$ cat config.mk
export PLATFORM = sky130hd
export DESIGN_NAME = rv_fifo_lvl
export DESIGN_NICKNAME = d
export VERILOG_FILES = /design/src/rtl/rv_fifo_lvl.sv
export SDC_FILE = /design/constraint.sdc
export NUM_CORES = 1
export LEC_CHECK = 0
export ABC_AREA = 1
export CAP_MARGIN = 25
export CORE_MARGIN = 4
export CORE_UTILIZATION = 60
export DETAILED_ROUTE_END_ITERATION = 7
export PLACE_DENSITY_LB_ADDON = 0.2
export SYNTH_ARGS = -nofsm -noshare
export SYNTH_HDL_FRONTEND = slang
export SYNTH_SLANG_ARGS = --single-unit
$ cat constraint.sdc
create_clock -name clk -period 4.2 [get_ports clk]
set_input_delay 0.42 -clock clk [delete_from_list [all_inputs] [get_ports clk]]
set_output_delay 0.42 -clock clk [all_outputs]
set_load 0.03 [all_outputs]
$ cat src/rtl/rv_fifo_lvl.sv
// ---------------------------------------------------------------------------
// rv_fifo_lvl
// Synchronous ready/valid FIFO with level flags and a high-water-mark monitor.
// Every storage entry is usable and any depth >= 2 works, including depths
// that are not powers of two, because pointer wrap uses an explicit compare.
//
// Ports
//   clk          rising-edge clock
//   rst          asynchronous active-high reset
//   flush        synchronous clear of contents and count (hwm is kept)
//   hwm_clr      synchronous reload of the high-water mark with the next count
//   in_data      write payload
//   in_val       write request
//   in_rdy       FIFO can accept (registered, = !full)
//   out_data     head-of-queue payload (combinational read of registered state)
//   out_val      head valid (registered, = !empty)
//   out_rdy      consumer accepts
//   data_count   entries held, 0..FIFO_DEPTH
//   empty/full   count == 0 / count == FIFO_DEPTH
//   almost_empty count <= AEMPTY_LVL
//   almost_full  count >= AFULL_LVL
//   hwm          largest count seen since reset or the last hwm_clr
// ---------------------------------------------------------------------------
module rv_fifo_lvl #(
  parameter int DATA_WIDTH = 8,
  parameter int FIFO_DEPTH = 16,
  parameter int AFULL_LVL  = FIFO_DEPTH - 2,
  parameter int AEMPTY_LVL = 2,
  localparam int CW = $clog2(FIFO_DEPTH + 1)
) (
  input  logic                  clk,
  input  logic                  rst,
  input  logic                  flush,
  input  logic                  hwm_clr,
  input  logic [DATA_WIDTH-1:0] in_data,
  input  logic                  in_val,
  output logic                  in_rdy,
  output logic [DATA_WIDTH-1:0] out_data,
  output logic                  out_val,
  input  logic                  out_rdy,
  output logic [CW-1:0]         data_count,
  output logic                  empty,
  output logic                  full,
  output logic                  almost_empty,
  output logic                  almost_full,
  output logic [CW-1:0]         hwm
);

  localparam int AW = (FIFO_DEPTH > 1) ? $clog2(FIFO_DEPTH) : 1;

  localparam logic [AW-1:0] PTR_LAST = AW'(FIFO_DEPTH - 1);
  localparam logic [CW-1:0] CNT_MAX  = CW'(FIFO_DEPTH);
  localparam logic [CW-1:0] AF_LVL   = CW'(AFULL_LVL);
  localparam logic [CW-1:0] AE_LVL   = CW'(AEMPTY_LVL);

  logic [DATA_WIDTH-1:0] mem [FIFO_DEPTH];

  logic [AW-1:0] wr_ptr_q, wr_ptr_d;
  logic [AW-1:0] rd_ptr_q, rd_ptr_d;
  logic [CW-1:0] count_q,  count_d;
  logic [CW-1:0] hwm_q,    hwm_d;
  logic          empty_q,  empty_d;
  logic          full_q,   full_d;
  logic          aempty_q, aempty_d;
  logic          afull_q,  afull_d;

  logic in_xact;
  logic out_xact;

  // Wrap by compare rather than by overflow so non-power-of-2 depths work.
  function automatic logic [AW-1:0] ptr_inc(input logic [AW-1:0] p);
    if (p == PTR_LAST) begin
      return {AW{1'b0}};
    end else begin
      return p + AW'(1);
    end
  endfunction

  // Handshakes are qualified only by registered flags, never by the partner's strobe.
  always_comb begin
    in_xact  = in_val & ~full_q;
    out_xact = ~empty_q & out_rdy;
  end

  // Next-state for pointers, count, level flags and high-water mark.
  always_comb begin
    wr_ptr_d = wr_ptr_q;
    rd_ptr_d = rd_ptr_q;
    count_d  = count_q;
    if (flush) begin
      // Flush wins over any transfer presented in the same cycle.
      wr_ptr_d = {AW{1'b0}};
      rd_ptr_d = {AW{1'b0}};
      count_d  = {CW{1'b0}};
    end else begin
      if (in_xact) begin
        wr_ptr_d = ptr_inc(wr_ptr_q);
      end else begin
        wr_ptr_d = wr_ptr_q;
      end
      if (out_xact) begin
        rd_ptr_d = ptr_inc(rd_ptr_q);
      end else begin
        rd_ptr_d = rd_ptr_q;
      end
      case ({in_xact, out_xact})
        2'b10:   count_d = count_q + CW'(1);
        2'b01:   count_d = count_q - CW'(1);
        default: count_d = count_q;
      endcase
    end

    // Flags are decoded from the next count and registered alongside it.
    empty_d  = (count_d == {CW{1'b0}});
    full_d   = (count_d == CNT_MAX);
    aempty_d = (count_d <= AE_LVL);
    afull_d  = (count_d >= AF_LVL);

    // With flush and hwm_clr together, count_d is zero so hwm clears.
    if (hwm_clr) begin
      hwm_d = count_d;
    end else if (count_d > hwm_q) begin
      hwm_d = count_d;
    end else begin
      hwm_d = hwm_q;
    end
  end

  // Control state register with asynchronous reset.
  always_ff @(posedge clk or posedge rst) begin
    if (rst) begin
      wr_ptr_q <= {AW{1'b0}};
      rd_ptr_q <= {AW{1'b0}};
      count_q  <= {CW{1'b0}};
      hwm_q    <= {CW{1'b0}};
      empty_q  <= 1'b1;
      full_q   <= 1'b0;
      aempty_q <= 1'b1;
      afull_q  <= 1'b0;
    end else begin
      wr_ptr_q <= wr_ptr_d;
      rd_ptr_q <= rd_ptr_d;
      count_q  <= count_d;
      hwm_q    <= hwm_d;
      empty_q  <= empty_d;
      full_q   <= full_d;
      aempty_q <= aempty_d;
      afull_q  <= afull_d;
    end
  end

  // Storage write; contents are deliberately left untouched by reset.
  always_ff @(posedge clk) begin
    if (in_xact && !flush) begin
      mem[wr_ptr_q] <= in_data;
    end
  end

  // Output drive from registered state.
  always_comb begin
    in_rdy       = ~full_q;
    out_val      = ~empty_q;
    out_data     = mem[rd_ptr_q];
    data_count   = count_q;
    empty        = empty_q;
    full         = full_q;
    almost_empty = aempty_q;
    almost_full  = afull_q;
    hwm          = hwm_q;
  end

endmodule
==> out/results.tsv <==
stage	metric	value	unit
cts	hold_buffers	0	
floorplan	core-area	0.0104	mm^2
floorplan	io_pins	38	
critical_path	r2r_slack	1100	ps
sta	finalCriticalPeriod	3380	ps
hold_path	min_path_type	in2async	
layout	drive_gt1_share	10.9	%
synth	ys.flop_type	edfxtp_1	
sta	whs	377	ps
drt	avgRoutedWirePerCell	20.0	um
cts	clockBufferDepth	2	
floorplan	die-height	111	um
cts	clock_latency	520	ps
critical_path	required	3780	ps
critical_path	cpLargestDelayFamily	buffers and inverters	
sta	final-max-slew-violation-count	0	
cts	clock_sinks	150	
critical_path	cp.arrival	2960	ps
layout	instances_no_fill	731	
floorplan	row_count	37	
sta	hold_viol	0	
power_and_ir_drop	p_leak	2.77	nW
floorplan	die-area	0.0124	mm^2
synth	syn-num-nets	560	
global_route	grt_max_degree	66	
critical_path	endpoint_kind	output pin	
sta	fin_ws	821	ps
power_and_ir_drop	powerDensity	583	mW/mm^2
sta	period_share	80.5	%
power_and_ir_drop	irDropWorstVdd	458	uV
drt	drtIter0Drc	491	
critical_path	r2r-end	hwm[0]	
cts	post_cts_buffers	0	
layout	num-nets-final	607	
drt	ant_nets	0	
drt	dr.pass1.iters	5	
cts	post_cts_resized	0	
run	drv_cap	0	
synth	yosysUniqueCellTypes	35	
place	gp_congestion	0.834	
synth	synth_area	0.00641	mm^2
place	hpwl	8950	um
layout	area_delta_synth_final	18.2	%
global_route	antenna_found_initial	0	
sta	fin_setup_tns	0	ps
status	outcome	finished, final reports clean	
synth	synth_edf_count	128	
critical_path	path_cells	inv_1 -> buf_4 -> o21ai_0 -> o221ai_1 -> o211ai_1 -> nand2_1 -> clkdlybuf4s50_1	
place	dp.cells	699	
drt	drc	0	
synth	netlist_instances	535	
drt	vias	4395	
critical_path	start_kind	flop	
global_route	grt.total_usage	24.5	%
layout	fill_cells	684	
cts	htree_levels	4	
critical_path	crit_type	reg2out	
synth	ys_seq_area_share	68.6	%
cts	cts_tree	yes	
critical_path	r2r_start	empty	
global_route	grt_pass1_wl	23400	um
global_route	grt_pass1_vias	4523	
critical_path	path_buf_inv	3	
sta	max_freq	296	MHz
place	port_buffers	37	
critical_path	ff2ff_path_depth	21	
global_route	gr-total-overflow	0	
floorplan	initial_core_util	61.8	%
drt	viasPerCell	6.01	
layout	num_antenna_cells	0	
floorplan	chipWidth	111	um
critical_path	worstPathMaxFanout	20	
place	place_ws	581	ps
synth	ys_warn_count	0	
synth	async_flop_share	14.7	%
sta	rsz0062_at_grt	no	
cts	clkTransAtPathRegs	60	ps
sta	finalClockSkew	7.29	ps
critical_path	cpPeakStageDelay	670	ps
critical_path	worst_path_max_delay_cell	clkdlybuf4s50_1	
sta	setup_violations	0	
synth	synth-seq-cells	150	
cts	clockRootBuffer	clkbuf_8	
cts	cts_buffers	17	
drt	drt-total-wl	14600	um
sta	slew_headroom	34.2	%
synth	avgSynthCellArea	12.0	um^2
sta	tightest_slew	984	ps
-- per-layer routing --
metal,global-route usage [%],share of wire [%]
met3,5.54,6.9
met1,31.0,40
met2,41.4,51
met4,9.65,1.9
met5,0,0
-- cells in the mapped netlist, types with 2 or more instances --
| master | number | area (um^2) |
|---|---|---|
| dfrtp_1 | 20 | 500 |
| inv_1 | 35 | 131 |
| o221ai_1 | 28 | 245 |
| nand4_1 | 2 | 12.5 |
| nor2_1 | 84 | 315 |
| nand3_2 | 2 | 20.0 |
| nand2_2 | 6 | 37.5 |
| o211ai_1 | 5 | 37.5 |
| nor3_1 | 12 | 60.1 |
| a21oi_1 | 4 | 20.0 |
| o2bb2ai_1 | 2 | 17.5 |
| clkbuf_1 | 23 | 86.3 |
| xor2_1 | 4 | 35.0 |
| nand2_4 | 4 | 45.0 |
| xnor2_1 | 2 | 17.5 |
| dfstp_2 | 2 | 52.6 |
| inv_2 | 2 | 7.51 |
| edfxtp_1 | 128 | 3840 |
| o21ai_0 | 71 | 355 |
| o22ai_1 | 4 | 25.0 |
| nand3_1 | 26 | 130 |
| clkinv_1 | 2 | 7.51 |
| nand2_1 | 45 | 169 |
| ha_1 | 11 | 138 |
-- area by class of cell --
type,instances,area (um^2),area share (%)
clock buffer,28,582,7.68
timing repair buffer,53,490,6.47
sequential,150,4400,58.0
clock inverter,4,23.8,0.314
inverter,39,146,1.93
multi-input combinational,321,1770,23.4
tap,136,170,2.24
-- logic make-up (layout without fill, tap and decap cells) --
group / count (synthesis) / in the layout / synth area share [%]
compound gates: 119 / 119 / 11.5
fa+ha+maj: 11 / 11 / 2.15
simple gates: 185 / 185 / 13.1
flops: 150 / 150 / 68.6
xor+xnor: 6 / 6 / 0.820
buf+inv: 64 / 124 / 3.90
-- layout by cell type, fill, tap and decap left out, types with 3 or more instances in the layout --
master / synthesis / final
dfrtp_1: 20 / 20
clkbuf_16: 0 / 21
o221ai_1: 28 / 28
inv_1: 35 / 35
nand2_1: 45 / 45
clkbuf_8: 1 / 3
edfxtp_1: 128 / 128
nand2_4: 4 / 4
nand3_1: 26 / 26
o211ai_1: 5 / 5
nand2_2: 6 / 6
o22ai_1: 4 / 4
xor2_1: 4 / 4
nor3_1: 12 / 11
o21ai_0: 71 / 71
ha_1: 11 / 11
clkbuf_1: 23 / 4
a21oi_1: 4 / 4
buf_4: 0 / 16
nor2_1: 84 / 84
clkdlybuf4s50_1: 0 / 37
-- worst register-to-register path, stage by stage, from the launching register on --
cell and delay [ps]:
dfstp_2 600, nor2_8 80, nand3_1 80, nand2_2 70, ha_1 180, a21oi_1 200, nor3_1 90, a21oi_1 150
xnor2_1 130, nand2_1 70, a21oi_2 280, ha_1 330, nand4_1 110, nand2_1 60, inv_1 50, nand2_1 40
inv_1 80, nand2_2 70, nand2_4 100, nand2_4 70, nand2_1 70, nand2_1 60
-- through the flow --
stage / area (um^2) / util, % / power (W)
2_1_floorplan: 6410 / - / 0.00255
3_3_place_gp: 6970 / 67.3 / 0.00290
3_5_place_dp: 6970 / 67.3 / 0.00294
4_1_cts: 7580 / 73.1 / 0.00444
5_1_grt: 7580 / 73.1 / 0.00461
6_report: 7580 / 73.1 / 0.00442
-- where the power goes --
group	internal [W]	total [W]	switching, W
combinational	0.000404	0.00117	0.000767
sequential	0.00169	0.00175	0.0000588
clock	0.000935	0.00149	0.000557
total	0.00303	0.00442	0.00138
-- worst max-delay path by stage --
stage,from,end,slack (ps),depth (start not counted)
after floorplan,full,hwm[2],1260,23
after global placement,out_rdy,hwm[0],800,24
after detailed placement,out_rdy,hwm[4],580,24
after CTS,rd_ptr_q[1],out_data[6],810,7
after global routing,rd_ptr_q[1],out_data[3],700,7
final,rd_ptr_q[1],out_data[6],820,7
-- registers in the layout, indices dropped and copies added (netlist names) --
register	cells
almost_empty	1
almost_full	1
data_count	5
empty	1
full	1
hwm	5
mem	128
rd_ptr_q	4
wr_ptr_q	4
No activity file was read; power rests on OpenSTA's default activity.
==> edit (config.mk and constraints unchanged) <==
Change the parameter `FIFO_DEPTH` from 16 to 8.
--- a/src/rtl/rv_fifo_lvl.sv
+++ b/src/rtl/rv_fifo_lvl.sv
@@ -23,7 +23,7 @@
 // ---------------------------------------------------------------------------
 module rv_fifo_lvl #(
   parameter int DATA_WIDTH = 8,
-  parameter int FIFO_DEPTH = 16,
+  parameter int FIFO_DEPTH = 8,
   parameter int AFULL_LVL  = FIFO_DEPTH - 2,
   parameter int AEMPTY_LVL = 2,
   localparam int CW = $clog2(FIFO_DEPTH + 1)
Ports: changed (resized data_count and hwm); port bits go from 38 to 36. The function was not compared with the original's and may differ.
==> edit against the unedited design <==
Synthesized area down 45%; sequential power decreased by 42%; routed wire length decreased by 52%; die area down 42%; cell area fell by 45%; power is 41% lower; synthesized cell count fell by 41%; sequential cell count decreased by 68; setup slack improved by 220 ps; largest cell class unchanged.
==> edit: results (changes against the unedited design) <==
Highest routing layer actually used: met4 (unchanged)
Met2 wire len: 3475 µm (was 7399 µm)
Ys async rst share: 0.2195 (was 0.1467)
TritonCTS Buffers: 9 (was 17)
Later-pin clock latency in the skew report: 350 ps (was 520 ps)
Pint: 1.610 mW (was 3.033 mW)
Most area-consuming cells after synthesis: edfxtp_1 (54%), dfrtp_1 (11%), nor2_1 (7.7%) (was edfxtp_1 (60%), dfrtp_1 (7.8%), o21ai_0 (5.5%))
Status: complete, no violations (unchanged)
H-tree depth: 3 (was 4)
Post-synthesis sequential area ratio: 0.6700 (was 0.6857)
IO Port Bufs: 35 (was 37)
Largest reg by FF count: mem (unchanged)
Met3 WL: 415 µm (was 1004 µm)
Initial DRT Pass Iterations: 4 (was 5)
Critical Path Max Stage Delay: 720 ps (was 670 ps)
First-pass GRT wire length: 11480 µm (was 23420 µm)
Gpl congestion: 0.7999 (was 0.8338)
Post-synthesis compound-gate area fraction: 0.1045 (was 0.1147)
Max FO, Critical Path: 27 (was 20)
Cell Area, Placed: 3968 µm² (was 6974 µm²)
Synth cell count leaders: nor2_1 (73), edfxtp_1 (64), o21ai_0 (42) (was edfxtp_1 (128), nor2_1 (84), o21ai_0 (71))
Comb. pwr: 0.988 mW (was 1.17 mW)
Max reg flops: 64 (was 128)
Via-to-Cell Ratio: 5.399 (was 6.012)
Share of cells above drive strength 1: 0.09669 (was 0.1092)
Net count, final: 380 (was 607)
Met1 WL: 3083 µm (was 5911 µm)
Total track usage: 0.2108 (was 0.2451)
Critical Path AT: 2740 ps (was 2960 ps)
Worst setup path start: rd_ptr_q[0]$_DFFE_PP0P_ (was rd_ptr_q[1]$_DFFE_PP0P_)
Synth Area in XOR/XNOR: 0.004942 (was 0.008195)
Reg power frac: 0.395 (was 0.397)
Clk pin slew, worst setup/hold paths: 90 ps (was 60 ps)
R2R depth: 15 (was 21)
EDFF count, synth: 64 (was 128)
DP HPWL: 4495 µm (was 8951 µm)
Worst IR Drop VDD: 0.3812 mV (was 0.4583 mV)
Least-Margin Pin Slew: 876.6 ps (was 983.5 ps)
Adder-cell share of the synthesized area: 0.03177 (was 0.02146)
Fillers: 386 (was 684)
Post-synthesis cell type count: 26 (was 35)
-- edit: changes by cell type after synthesis, moves of 18 or more --
cell / unedited run / this run
o21ai_0: 71 / 42
clkbuf_1: 23 / 4
nand3_1: 26 / 8
o221ai_1: 28 / 0
nand2_1: 45 / 22
edfxtp_1: 128 / 64
-- edit: cells by family (layout without fill, tap and decap cells) --
group / count (synthesis) / after routing
AO/OA/AOI/OAI: 70 / 70
AND/OR/NAND/NOR: 117 / 117
XOR/XNOR: 2 / 2
buffers and inverters: 37 / 82
flip-flops: 82 / 82
adder cells (fa/ha/maj): 9 / 9
-- edit: cell type report --
cell class	count	area, µm²	area share
Inverter	28	105.1	0.02517
Clock buffer	9	123.9	0.02967
Multi-Input combinational cell	198	1025	0.2454
Timing Repair Buffer	38	372.9	0.08930
Sequential cell	82	2375	0.5688
Clock inverter	7	83.83	0.02008
Tap cell	72	90.09	0.02158
-- edit: routing by layer --
layer | GRT usage | up-vias
li1 | - | 1176
met1 | 0.2854 | 1096
met2 | 0.3388 | 63
met3 | 0.04660 | 8
met4 | 0.07482 | 0
met5 | 0 | -
-- edit: worst paths after layout --
path                                           end  slack, ps
setup / recovery                       out_data[0]       1040
hold / removal                  hwm[1]$_DFFE_PP0P_        490
setup reg to reg                hwm[0]$_DFFE_PP0P_       1430
hold reg to reg                 hwm[3]$_DFFE_PP0P_        570
max in group asynchronous  rd_ptr_q[0]$_DFFE_PP0P_       3240
min in group clk                hwm[3]$_DFFE_PP0P_        570
-- edit: per-stage QoR --
step	std cells	hold slack, ps	setup slack, ps	total power [mW]
2_1_floorplan	317	357.1	1430	1.693
3_3_place_gp	418	536.2	1050	2.005
3_5_place_dp	418	547.5	943.3	2.029
4_1_cts	434	503.5	1003	2.607
5_1_grt	434	564.1	853.0	2.757
6_report	434	485.6	1036	2.592
